File: config.mk
export PLATFORM = sky130hd
export DESIGN_NAME = serial_add_unit_flat
export DESIGN_NICKNAME = d
export VERILOG_FILES = /design/src/rtl/serial_add_unit_if.sv /design/src/rtl/serial_add_unit.sv /design/src/flat_wrapper.sv
export SDC_FILE = /design/constraint.sdc
export NUM_CORES = 1
export LEC_CHECK = 0
export ABC_AREA = 1
export BUFFER_PORTS_ARGS = -buffer_cell sky130_fd_sc_hd__buf_2
export CAP_MARGIN = 25
export CORE_MARGIN = 5
export CORE_UTILIZATION = 54
export CTS_CLUSTER_SIZE = 12
export DETAILED_ROUTE_END_ITERATION = 16
export PLACE_DENSITY = 0.75
export SKIP_LAST_GASP = 1
export SLEW_MARGIN = 20
export SYNTH_ARGS = -nofsm -noshare
export SYNTH_HDL_FRONTEND = slang
export SYNTH_SLANG_ARGS = --single-unit
File: constraint.sdc
create_clock -name clk -period 1.7 [get_ports clk]
set_clock_uncertainty 0.2 [all_clocks]
set_input_delay 0.17 -clock clk [delete_from_list [all_inputs] [get_ports clk]]
set_output_delay 0.17 -clock clk [all_outputs]
set_load 0.05 [all_outputs]
File: src/rtl/serial_add_unit_if.sv
// Operand/result bundle for the bit-serial adder.
// The master issues start with operands a/b.
// The slave reports busy, the one-cycle done pulse, and the held result s/c.
interface serial_add_unit_if #(
   parameter int WIDTH = 8
);
   logic             start;
   logic [WIDTH-1:0] a;
   logic [WIDTH-1:0] b;
   logic             busy;
   logic             done;
   logic [WIDTH-1:0] s;
   logic             c;

   modport master (
      output start, a, b,
      input  busy, done, s, c
   );

   modport slave (
      input  start, a, b,
      output busy, done, s, c
   );
endinterface

File: src/rtl/serial_add_unit.sv
// Bit-serial ripple adder. It processes one operand bit per clock, LSB first.
// IDLE accepts start and captures the operands.
// RUN spends WIDTH cycles on the bits.
// DONE pulses done for one cycle and always falls back to IDLE.
// s/c are only written on the final RUN edge, so they hold the last completed result.
module serial_add_unit #(
   parameter int WIDTH = 8
) (
   input  logic              clk,
   input  logic              rst_n,
   serial_add_unit_if.slave  bus
);

   localparam int CNT_W = (WIDTH > 1) ? $clog2(WIDTH) : 1;

   typedef enum logic [1:0] {
      IDLE = 2'd0,
      RUN  = 2'd1,
      DONE = 2'd2
   } state_t;

   state_t           state_reg, state_next;
   logic [WIDTH-1:0] a_sh_reg, b_sh_reg, part_reg, s_reg;
   logic             cy_reg, c_reg;
   logic [CNT_W-1:0] cnt_reg;
   logic             busy_int, done_int;

   // Bit datapath: two cascaded half adders, with their carries ORed.
   logic ha1_sum, ha1_cry, ha2_sum, ha2_cry, bit_cry, last_bit;
   assign ha1_sum  = a_sh_reg[0] ^ b_sh_reg[0];
   assign ha1_cry  = a_sh_reg[0] & b_sh_reg[0];
   assign ha2_sum  = ha1_sum ^ cy_reg;
   assign ha2_cry  = ha1_sum & cy_reg;
   assign bit_cry  = ha1_cry | ha2_cry;
   assign last_bit = (cnt_reg == CNT_W'(WIDTH - 1));

   // State register; reset wins over everything, which also aborts a running addition.
   always_ff @(posedge clk) begin
      if (!rst_n) state_reg <= IDLE;
      else        state_reg <= state_next;
   end

   // Next-state logic; busy and done decode directly from the registered state.
   always_comb begin
      state_next = state_reg;
      busy_int   = 1'b0;
      done_int   = 1'b0;
      case (state_reg)
         IDLE: if (bus.start) state_next = RUN;
         RUN: begin
            busy_int = 1'b1;
            if (last_bit) state_next = DONE;
         end
         DONE: begin
            done_int   = 1'b1;
            state_next = IDLE;
         end
         default: state_next = IDLE;
      endcase
   end

   // Operand shift registers, carry, counter, partial result and held result.
   always_ff @(posedge clk) begin
      if (!rst_n) begin
         a_sh_reg <= '0;
         b_sh_reg <= '0;
         part_reg <= '0;
         s_reg    <= '0;
         cy_reg   <= 1'b0;
         c_reg    <= 1'b0;
         cnt_reg  <= '0;
      end else begin
         case (state_reg)
            IDLE: begin
               if (bus.start) begin
                  a_sh_reg <= bus.a;
                  b_sh_reg <= bus.b;
                  part_reg <= '0;
                  cy_reg   <= 1'b0;
                  cnt_reg  <= '0;
               end
            end
            RUN: begin
               a_sh_reg <= a_sh_reg >> 1;
               b_sh_reg <= b_sh_reg >> 1;
               part_reg <= {ha2_sum, part_reg[WIDTH-1:1]};
               cy_reg   <= bit_cry;
               cnt_reg  <= cnt_reg + CNT_W'(1);
               // The final sum bit is still in flight, so splice it in directly.
               if (last_bit) begin
                  s_reg <= {ha2_sum, part_reg[WIDTH-1:1]};
                  c_reg <= bit_cry;
               end
            end
            default: ;
         endcase
      end
   end

   assign bus.busy = busy_int;
   assign bus.done = done_int;
   assign bus.s    = s_reg;
   assign bus.c    = c_reg;

endmodule

File: src/flat_wrapper.sv
// flat-port wrapper written by rule: the top's interface ports become plain ports
module serial_add_unit_flat 
#(
   parameter int WIDTH = 8
)
  (clk, rst_n, bus_start, bus_a, bus_b, bus_busy, bus_done, bus_s, bus_c);
  serial_add_unit_if #(.WIDTH(WIDTH)) bus_i ();
  input  logic clk;
  input  logic rst_n;
  input wire logic [$bits(bus_i.start)-1:0] bus_start;
  input wire logic [$bits(bus_i.a)-1:0] bus_a;
  input wire logic [$bits(bus_i.b)-1:0] bus_b;
  output wire logic [$bits(bus_i.busy)-1:0] bus_busy;
  output wire logic [$bits(bus_i.done)-1:0] bus_done;
  output wire logic [$bits(bus_i.s)-1:0] bus_s;
  output wire logic [$bits(bus_i.c)-1:0] bus_c;
  assign bus_i.start = bus_start;
  assign bus_i.a = bus_a;
  assign bus_i.b = bus_b;
  assign bus_busy = bus_i.busy;
  assign bus_done = bus_i.done;
  assign bus_s = bus_i.s;
  assign bus_c = bus_i.c;
  serial_add_unit #(.WIDTH(WIDTH)) u_core (.clk(clk), .rst_n(rst_n), .bus(bus_i));
endmodule
---- Yosys cells after proc, flatten, opt, wreduce, memory -nomap -nowiden ----
Index checks and enable logic that the tools add are counted.
W data, S select, Z words.
storage, ports and cells
  bits in registers ....................... 39
  input port bits ......................... 19
  output and inout bits ................... 11
cells by class
  add/sub/neg operators ................... 1
  equality and inequality tests ........... 5
  muxes and demuxes ....................... 15
  bitwise logic cells ..................... 5
  reduce and logical (&&, ||, !) cells .... 5
operators by type and width
  cell                   number
  $pmux W8 S2            3
  $mux W8                3
  $pmux W3 S2            1
  $reduce_and A2 Y1      3
  $mux W2                2
  $pmux W2 S2            1
  $add A3 B1 Y3 const B  1
  $eq A3 B3 Y1 const B   1
  $mux W1                3
  $mux W3                1
  $and A1 B1 Y1          2
  $eq A2 B1 Y1 const B   1
  $eq A2 B2 Y1 const B   1
  $logic_not A2 Y1       1
  $ne A2 B1 Y1 const B   1
  $ne A2 B2 Y1 const B   1
  $pmux W1 S2            1
  $reduce_bool A2 Y1     1
  $xor A1 B1 Y1          2
  $or A1 B1 Y1           1

---- Depth between registers and ports, before layout ----
Gate-level depths: netlist (run 1).
  depth in word-level cells ............... 4
  mapped depth ............................ 8
  gate-level depth less buffers ........... 7

---- Worst setup path after synthesis (run 1) ----
Ideal clock, no wire load.
  kind .................................... register to output
  start point ............................. reg u_core.state_reg[1]
  end point ............................... out bus_done
  arrival ................................. 1.288 ns
  data required time ...................... 1.330 ns
  setup slack ............................. 0.042 ns
  cell stages (with the launch flop) ...... 4
  path buffers ............................ 1
  cell sequence ........................... dfxtp_1 > inv_2 > clkbuf_1 > nor2_1
between the ends
  cells in the longest elaborated chain, start to end .. 2
ends and longest elaborated chain
  what                    RTL line               RTL
  start, declared         serial_add_unit.sv:22  state_t state_reg, state_next;
  start signal, assigned  serial_add_unit.sv:40  else state_reg <= state_next;
  $eq A2 B2 Y1            serial_add_unit.sv:48  case (state_reg)
  $mux W1                 serial_add_unit.sv:48
  end, declared           flat_wrapper.sv:14     output wire logic [$bits(bus_i.done)-1:0] bus_done;
No other way between the ends.

---- Final worst setup path (run 1) ----
Same ends and word-level chain as after synthesis.

==> impl_metrics.json, run 1 <==
{
  "ir_worst_vdd_mv": 0.7063,
  "clk_latency_ns": 0.36,
  "critPathCaptureType": "primary output",
  "fin_crit_ns": 1.617,
  "cp_data_arrival_time_ns": 1.25,
  "grt_pass1_vias": 1556,
  "timing.hold.ws_ns": -0.002541,
  "hp-class": "in2reg",
  "syn_area_per_cell_sq_um": 7.253,
  "yosysWarnings": 0,
  "root_buffer": "clkbuf_4",
  "syn_inst": 231,
  "post-dp-hpwl_mm": 2.540,
  "post-route-util_pct": 70.00,
  "synth_flop_cell": "dfxtp_1",
  "maxCapViolCount": 0,
  "finalSetupTns_ns": 0,
  "dieHeight_microns": 65.70,
  "fmax_mhz": 618.6,
  "power.leakage_nw": 0.9954,
  "syn_area_sq_um": 1675,
  "h-tree-depth": 2,
  "track_usage_pct": 20.75,
  "first_iter_violations": 94,
  "dpl_cell_area_sq_um": 1842,
  "finalSetupViolations": 0,
  "wl_per_cell_microns": 12.58,
  "ys_ff_latch": 38,
  "grt_overflow_total": 0,
  "synth_top_family_by_area": "simple AND/OR/NAND/NOR gates",
  "relSlewSlack_pct": 81.12,
  "synth.yosys.seq_area_share_pct": 45.41,
  "fin_nets": 302,
  "dp.cells": 288,
  "io_buffers": 29,
  "wirelength_mm": 3.951,
  "cts_tree": "done",
  "worst_ep_required_time_ns": 1.33,
  "critPathLaunchType": "flip-flop",
  "grt_max_degree": 21,
  "worst_pin_slew_ns": 0.2823,
  "rsz0062_at_grt": "true",
  "clockBufferDepth": 2,
  "async_flop_share_pct": 0,
  "synth_edf_count": 0,
  "design.core.area_sq_um": 3003,
  "firstDrtPassIters": 6,
  "die_x_microns": 65.70,
  "synth_xor_area_share_pct": 0,
  "crit_type": "reg2out",
  "synthAdderAreaFrac_pct": 2.689,
  "clock_sinks": 38,
  "clkTransAtPathRegs_ns": 0.12,
  "r2r_end": "u_core.a_sh_reg[1]",
  "rows": 20,
  "antenna_found_initial": 0,
  "hold_end": "u_core.a_sh_reg[0]",
  "routabilityCongestion": 0.7326,
  "violations": "hold timing",
  "vias_per_cell": 5.127,
  "r2r_cells": 6,
  "synthMuxAreaShare_pct": 0,
  "final_area_sq_um": 2102,
  "r2r_setup_slack_ns": 0.16,
  "drc_errors": 0,
  "grt_pass1_wl_mm": 6.865,
  "cts_buffers": 5,
  "vias": 1610,
  "synth_cell_types": 19,
  "initial_core_util_pct": 55.79,
  "num_io_pins": 30,
  "timing.rr.start": "u_core.state_reg[1]",
  "yosys.area_share.simple_pct": 29.50,
  "post-route-period-util_pct": 95.09,
  "min_from": "bus_a[0]",
  "power_density_nw_per_um2": 793.8,
  "hold_depth": 5,
  "n_antenna_cell": 0,
  "die_area_sq_um": 4316,
  "crit_path_max_fanout": 13,
  "synth_nets": 253,
  "area.growth.synth_to_final_pct": 25.47,
  "layout.cells.non_filler": 314,
  "ant_nets": 0,
  "hold_violations": 1,
  "status": "complete, but fails checks",
  "synth_compound_area_share_pct": 10.46,
  "final_layout_size_suffix_gt1_share_pct": 19.93,
  "slew_viol_final": 0
}
area by class of cell:
type / instances / area [sq um]
Clock buffer: 5 / 37.54
Tap cell: 33 / 41.29
Timing Repair Buffer: 56 / 399.1
Inverter: 30 / 116.4
Fill cell: 273 / 900.9
Sequential cell: 38 / 764.5
Multi-Input combinational cell: 149 / 721.9
Clock inverter: 3 / 21.27
synth_stat cells (all sizes together), types with 2 or more instances:
| cell type | instances | area share [%] |
|---|---|---|
| a21oi | 25 | 7.5 |
| nand3 | 52 | 16 |
| ha | 2 | 1.5 |
| nor2 | 26 | 6.0 |
| o21ai | 10 | 3.0 |
| dfxtp | 38 | 45 |
| clkbuf | 3 | 0.67 |
| nand2 | 32 | 7.6 |
| buf | 11 | 4.6 |
| inv | 29 | 6.5 |
critical path: stages, from the launching register on:
cell and delay, ns:
dfxtp_4 0.39, inv_2 0.05, buf_4 0.18, nor2_2 0.10, buf_6 0.16
cells in the final DEF, fill, tap and decap left out:
| cell type | count |
|---|---|
| nand3_1 | 52 |
| inv_2 | 2 |
| dlygate4sd3_1 | 17 |
| ha_1 | 2 |
| nor2_2 | 1 |
| clkinv_4 | 1 |
| nor2_4 | 1 |
| clkbuf_4 | 5 |
| buf_4 | 11 |
| a21oi_1 | 25 |
| clkinv_2 | 1 |
| nor2_1 | 24 |
| buf_6 | 1 |
| and3_1 | 1 |
| inv_1 | 26 |
| nand2_2 | 3 |
| fa_1 | 1 |
| buf_2 | 27 |
| clkinvlp_4 | 2 |
| nand2_1 | 29 |
| clkinv_1 | 1 |
| dfxtp_4 | 1 |
| dfxtp_1 | 37 |
| o21ai_0 | 10 |
timing repair:
item,CTS,global route
gates resized for setup,2,6
hold endpoints to repair,25,0
hold buffers,17,0
setup endpoints to repair,2,12
setup buffers,0,1
worst max-delay path by stage:
stage | startpoint | to | slack (ns) | cells past startpoint
after floorplan | u_core.state_reg[1] | bus_done | 0.04 | 3
after global placement | u_core.cnt_reg[0] | u_core.bus.s[5] | 0.1 | 7
after detailed placement | u_core.cnt_reg[0] | u_core.bus.s[5] | 0.04 | 7
after CTS | u_core.state_reg[1] | bus_busy | -0.04 | 4
after global routing | u_core.cnt_reg[1] | u_core.bus.s[4] | -0.009 | 7
final | u_core.state_reg[1] | bus_done | 0.08 | 4
where the power goes:
part	internal [mW]	switching (mW)	leakage (nW)
sequential	0.924	0.0202	0.311
clock	0.161	0.319	0.0312
combinational	0.112	0.133	0.654
routing by layer:
| metal | share of wire [%] | GRT usage (%) | up-vias | wire length (microns) |
|---|---|---|---|---|
| li1 | - | - | 845 | - |
| met5 | 0 | 0 | - | 0 |
| met4 | 2.0 | 7.772 | 0 | 80 |
| met3 | 5.0 | 6.325 | 7 | 199 |
| met1 | 44 | 24.81 | 719 | 1736 |
| met2 | 49 | 34.67 | 39 | 1936 |
metrics by stage:
step | worst slack [ns] | power, mW
after floorplan | 0.04249 | 1.117
after global placement | 0.09855 | 1.170
after detailed placement | 0.03907 | 1.174
after CTS | -0.03968 | 1.669
after global routing | -0.008605 | 1.770
final | 0.08342 | 1.669
kinds of logic after synthesis:
| kind of cell | after synthesis |
|---|---|
| simple gates | 111 |
| buf+inv | 44 |
| compound gates | 35 |
| fa+ha+maj | 3 |
| flops | 38 |
Power figures use the tool's default switching activity.
==> run 2, diff against run 1 <==
--- a/config.mk
+++ b/config.mk
@@ -5,14 +5,14 @@
 export SDC_FILE = /design/constraint.sdc
 export NUM_CORES = 1
 export LEC_CHECK = 0
-export ABC_AREA = 1
+export ABC_AREA = 0
 export BUFFER_PORTS_ARGS = -buffer_cell sky130_fd_sc_hd__buf_2
 export CAP_MARGIN = 25
 export CORE_MARGIN = 5
-export CORE_UTILIZATION = 54
+export CORE_UTILIZATION = 53
 export CTS_CLUSTER_SIZE = 12
 export DETAILED_ROUTE_END_ITERATION = 16
-export PLACE_DENSITY = 0.75
+export PLACE_DENSITY = 0.74
 export SKIP_LAST_GASP = 1
 export SLEW_MARGIN = 20
 export SYNTH_ARGS = -nofsm -noshare
==> impl_metrics.json, run 2 <==
{
  "clock_sinks": 38,
  "clockBufferDepth": 2,
  "die_area_sq_um": 4042,
  "fill_cells": 216,
  "synth_edf_count": 0,
  "crit_type": "reg2out",
  "track_usage_pct": 17.71,
  "critPathLaunchType": "flip-flop",
  "combPwrFrac_pct": 12.8,
  "cts_buffers": 5,
  "area.growth.synth_to_final_pct": 26.23,
  "p_int_mw": 1.234,
  "worst_ep_required_time_ns": 1.33,
  "n_antenna_cell": 0,
  "yosysTopAreaCell": "dfxtp_1",
  "syn_area_sq_um": 1521,
  "first_iter_violations": 56,
  "synth_area_leaders": "dfxtp_1 (50%), mux2i_1 (8.6%), a211oi_1 (5.9%)",
  "p_total_mw": 1.664,
  "maxCapViolCount": 0,
  "cp_data_arrival_time_ns": 1.30,
  "design.core.area_sq_um": 2758,
  "synth_top_area_share_pct": 50.00,
  "crit_chain": "buf_6 -> and2b_1 -> buf_4",
  "crit_path_max_fanout": 10,
  "post-dp-hpwl_mm": 2.077,
  "synth_common_cells": "dfxtp_1 (38), nor2_1 (16), o21ai_0 (16)",
  "synth_cell_types": 24,
  "final_common_cell": "dfxtp_1",
  "grt_overflow_total": 0,
  "async_flop_share_pct": 0,
  "synth.yosys.seq_area_share_pct": 50.00,
  "seq_power_share_pct": 57.2,
  "timing.hold.ws_ns": 0.01839,
  "wirelength_mm": 3.352,
  "ant_nets": 0,
  "post_cts_buffers": 0,
  "io_buffers": 29,
  "power_density_nw_per_um2": 866.5,
  "hold_violations": 0,
  "switching_power_uw": 429.9,
  "fin_crit_ns": 1.672,
  "cp_slowest_cell": "dfxtp_4",
  "drc_errors": 0,
  "fmax_mhz": 597.9,
  "grt_max_degree": 36,
  "p_clk_share_pct": 30.0,
  "h-tree-depth": 2,
  "critPathMaxStageDelay_ns": 0.41,
  "layout_common_cells": "dfxtp_1 (36), buf_2 (27), o21ai_0 (16), nor2_1 (16), dlygate4sd3_1 (16)",
  "die_x_microns": 63.58,
  "layout.cells.non_filler": 235,
  "synth_most_common_cell": "dfxtp_1",
  "critPathCaptureType": "primary output",
  "synth_nets": 180,
  "p_sw_share_pct": 25.83,
  "root_buffer": "clkbuf_4",
  "antenna_found_initial": 0,
  "power.leakage_nw": 0.8217,
  "clk_latency_ns": 0.34,
  "routabilityCongestion": 0.7310,
  "grt_pass1_vias": 1316,
  "dieHeight_microns": 63.58,
  "r2r_cells": 4,
  "status": "complete, no violations",
  "slew_viol_final": 0,
  "worst_pin_slew_ns": 0.5175,
  "cts_tree": "done",
  "post-route-period-util_pct": 98.38,
  "num_io_pins": 30,
  "rows": 19,
  "initial_core_util_pct": 55.17,
  "clkTransAtPathRegs_ns": 0.12,
  "dp.cells": 211,
  "final_layout_size_suffix_gt1_share_pct": 23.04,
  "syn_inst": 158,
  "syn_area_per_cell_sq_um": 9.629,
  "ir_worst_vdd_mv": 0.8581,
  "relSlewSlack_pct": 65.29,
  "firstDrtPassIters": 4,
  "vias": 1318,
  "yosysWarnings": 0,
  "hp-class": "in2reg",
  "fin_nets": 225,
  "wl_per_cell_microns": 14.26,
  "hold_depth": 3,
  "finalSetupViolations": 0,
  "synth_flop_cell": "dfxtp_1",
  "grt_pass1_wl_mm": 5.658,
  "vias_per_cell": 5.609,
  "ys_ff_latch": 38
}
==> run 2: cell count changes after synthesis, sizes merged, moves of 3 or more <==
cell,before,now
a211oi,0,12
a21oi,25,5
buf,11,6
clkbuf,3,6
inv,29,2
mux2i,0,13
nand2,32,12
nand3,52,9
nor2,26,16
nor3,0,3
o21ai,10,16
o22ai,0,8
==> run 2: layout make-up <==
cell class / instances / area (sq um) / share of cell area [%]
Sequential cell: 38 / 768.2 / 40.00
Tap cell: 31 / 38.79 / 2.020
Clock inverter: 2 / 12.51 / 0.6515
Clock buffer: 6 / 51.30 / 2.671
Inverter: 3 / 11.26 / 0.5863
Multi-Input combinational cell: 105 / 670.6 / 34.92
Timing Repair Buffer: 50 / 367.9 / 19.15
==> run 2: logic make-up after synthesis <==
group                      count (synthesis)  synth area share (%)
buffers and inverters                     15                 6.496
DFF                                       38                 50.00
adders and majority gates                  3                 2.960
and+or+nand+nor                           47                 15.21
AOI/OAI and AO/OA                         42                 16.78
muxes                                     13                 8.552
==> run 2: per-layer routing <==
layer  up-vias  part of all wire [%]  GRT usage, %
li1        662                     -             -
met1       613                    40         17.63
met2        35                    52         32.87
met3         8                   5.8         4.973
met4         0                   2.5         8.831
met5         -                     0             0
==> run 2: worst max-delay path: cells and delay by family, from the launching register on <==
kind	cells	cell delay (ns)
buffers and inverters	2	0.34
flip-flops	1	0.41
AND/OR/NAND/NOR	1	0.20
==> run 2: what timing repair did <==
| item | CTS | global route |
|---|---|---|
| pin swaps | 0 | 0 |
| resized for setup | 5 | 5 |
| endpoints found under the hold margin | 16 | 0 |
| endpoints found under the setup margin | 2 | 4 |
| hold buffers | 16 | 0 |
==> run 2: final timing paths <==
path	slack, ns	start	end
setup / recovery	0.03	u_core.state_reg[0]	bus_done
hold / removal	0.02	bus_a[6]	u_core.a_sh_reg[6]
setup reg to reg	0.21	u_core.state_reg[1]	u_core.a_sh_reg[6]
hold reg to reg	0.29	u_core.b_sh_reg[7]	u_core.b_sh_reg[7]
==> run 2: stage by stage <==
stage	instance area [sq um]	utilization [%]	TNS [ns]	worst slack (ns)
floorplan	1521	-	0	0.1943
global placement	1668	60.48	0	0.2347
detailed placement	1668	60.48	0	0.1802
CTS	1903	69.01	0	0.009658
global route	1921	69.65	-0.008838	-0.008838
finish	1921	69.65	0	0.02752
==> run 2: power groups by stage <==
stage	sequential, mW	clock (mW)	combinational (mW)
after global placement	0.970	0	0.170
after floorplan	0.966	0	0.137
after detailed placement	0.973	0	0.177
after CTS	0.953	0.512	0.209
final	0.952	0.500	0.212
after global routing	0.957	0.552	0.234
==> run 3, diff against run 2 <==
--- a/config.mk
+++ b/config.mk
@@ -12,7 +12,7 @@
 export CORE_UTILIZATION = 53
 export CTS_CLUSTER_SIZE = 12
 export DETAILED_ROUTE_END_ITERATION = 16
-export PLACE_DENSITY = 0.74
+export PLACE_DENSITY = 0.78
 export SKIP_LAST_GASP = 1
 export SLEW_MARGIN = 20
 export SYNTH_ARGS = -nofsm -noshare
==> constraint.sdc (replaced) <==
create_clock -name clk -period 1.7 [get_ports clk]
set_clock_uncertainty 0.2 [all_clocks]
set_input_delay 0.085 -clock clk [delete_from_list [all_inputs] [get_ports clk]]
set_output_delay 0.085 -clock clk [all_outputs]
set_load 0.05 [all_outputs]
==> impl_metrics.json, run 3 (same netlist as run 2, synthesis figures left out) <==
{
  "status": "complete, no violations",
  "relSlewSlack_pct": 66.57,
  "cp_data_arrival_time_ns": 1.37,
  "h-tree-depth": 2,
  "hp-class": "in2reg",
  "grt_max_degree": 23,
  "finalSetupViolations": 0,
  "post-route-period-util_pct": 97.24,
  "clkTransAtPathRegs_ns": 0.11,
  "root_buffer": "clkbuf_4",
  "worst_pin_slew_ns": 0.4983,
  "rsz0062_at_grt": "true",
  "crit_path_max_fanout": 18,
  "fin_crit_ns": 1.653,
  "r2r_setup_slack_ns": 0.25,
  "min_from": "rst_n",
  "cts_buffers": 5,
  "final_common_cell": "dfxtp_1",
  "area.growth.synth_to_final_pct": 26.23,
  "layout_common_cells": "dfxtp_1 (36), buf_2 (28), dlygate4sd3_1 (17)",
  "firstDrtPassIters": 4,
  "post_cts_buffers": 0,
  "p_int_mw": 1.234,
  "r2r_end": "u_core.bus.s[2]",
  "r2r_cells": 5,
  "ant_nets": 0,
  "clockBufferDepth": 2,
  "antenna_found_initial": 0,
  "vias": 1302,
  "critPathLaunchType": "flip-flop",
  "crit_type": "reg2out",
  "critPathCaptureType": "primary output",
  "cts_tree": "done",
  "layout.cells.non_filler": 237,
  "wirelength_mm": 3.089,
  "fmax_mhz": 604.9,
  "n_antenna_cell": 0,
  "switching_power_uw": 417.9,
  "first_iter_violations": 81,
  "worst_ep_required_time_ns": 1.41,
  "grt_pass1_wl_mm": 5.340,
  "seq_power_share_pct": 57.7,
  "p_clk_share_pct": 29.6,
  "p_sw_share_pct": 25.29,
  "ir_worst_vdd_mv": 0.9250,
  "rows": 19,
  "hold_end": "u_core.cnt_reg[0]",
  "p_total_mw": 1.652,
  "clk_latency_ns": 0.34,
  "clock_sinks": 38,
  "die_x_microns": 63.58,
  "die_area_sq_um": 4042,
  "combPwrFrac_pct": 12.7,
  "fin_ws_ns": 0.04685,
  "hold_violations": 0,
  "routabilityCongestion": 0.7942,
  "io_buffers": 29,
  "maxCapViolCount": 0,
  "vias_per_cell": 5.494,
  "track_usage_pct": 16.59,
  "dp.cells": 212,
  "fin_nets": 227,
  "hold_depth": 4,
  "grt_overflow_total": 0,
  "design.core.area_sq_um": 2758,
  "dieHeight_microns": 63.58,
  "power_density_nw_per_um2": 860.3,
  "timing.rr.start": "u_core.cnt_reg[0]",
  "initial_core_util_pct": 55.17,
  "final_layout_size_suffix_gt1_share_pct": 22.82,
  "finalSetupTns_ns": 0,
  "drc_errors": 0,
  "wl_per_cell_microns": 13.03,
  "slew_viol_final": 0,
  "power.leakage_nw": 0.8263,
  "num_io_pins": 30,
  "post-dp-hpwl_mm": 2.102,
  "preCtsSetupSlack_ns": 0.1305,
  "grt_pass1_vias": 1221
}
## run 3: cell types whose count changed in the layout (fill, tap and decap cells not counted)
cell	delta
buf_12	-1
inv_2	-1
buf_4	+1
inv_1	+1
dfxtp_4	-1
dlygate4sd3_1	+1
dfxtp_2	+1
buf_2	+1
## run 3: worst max path at each step
stage                              from               to  slack (ns)  depth (start not counted)
global route        u_core.state_reg[0]         bus_done      -0.004                          3
floorplan             u_core.cnt_reg[0]     u_core.bus.c        0.19                          5
global placement      u_core.cnt_reg[0]  u_core.bus.s[2]        0.23                          5
CTS                 u_core.state_reg[0]         bus_done       -0.03                          3
detailed placement    u_core.cnt_reg[0]  u_core.bus.s[4]        0.13                          5
finish              u_core.state_reg[0]         bus_done        0.05                          3
## run 3: per-layer routing
metal / up-vias / part of all wire, % / GRT usage [%]
met5: - / 0 / 0
met4: 0 / 2.8 / 8.052
met3: 9 / 5.1 / 4.263
met2: 40 / 48 / 28.30
met1: 594 / 44 / 19.01
li1: 659 / - / -
## run 3: stage by stage
stage          cell area, sq um  hold WS (ns)  util, %
6_report                   1921       0.03126    69.65
5_1_grt                    1921       0.03443    69.65
4_1_cts                    1903       0.02325    69.01
3_5_place_dp               1663        0.1977    60.30
3_3_place_gp               1663        0.1727    60.30
2_1_floorplan              1521       0.05845        -
## run 3: power groups by stage
stage | clock network, mW | logic [mW] | registers (mW)
finish | 0.490 | 0.209 | 0.953
CTS | 0.499 | 0.206 | 0.953
detailed placement | 0 | 0.174 | 0.973
global placement | 0 | 0.166 | 0.970
floorplan | 0 | 0.137 | 0.966
global route | 0.544 | 0.230 | 0.958
## run 3: area by class of cell
type,count,area [sq um]
fillers,212,837.1
flip-flops and latches,38,765.7
multi-input cells,105,670.6
repair buffers,52,370.4
clock buffers,6,51.30
well taps,31,38.79
clock inverters,2,12.51
inverters,3,11.26
## run 3: what timing repair did
action / in CTS / in global routing
gates resized for setup: 2 / 5
endpoints found under the setup margin: 2 / 11
hold endpoints to repair: 17 / 0
hold buffers: 17 / 0
## run 3: critical path, cell delays in order, from the launching register on
cell	delay (ns)
dfxtp_4	0.41
buf_6	0.22
and2b_1	0.20
buf_2	0.20
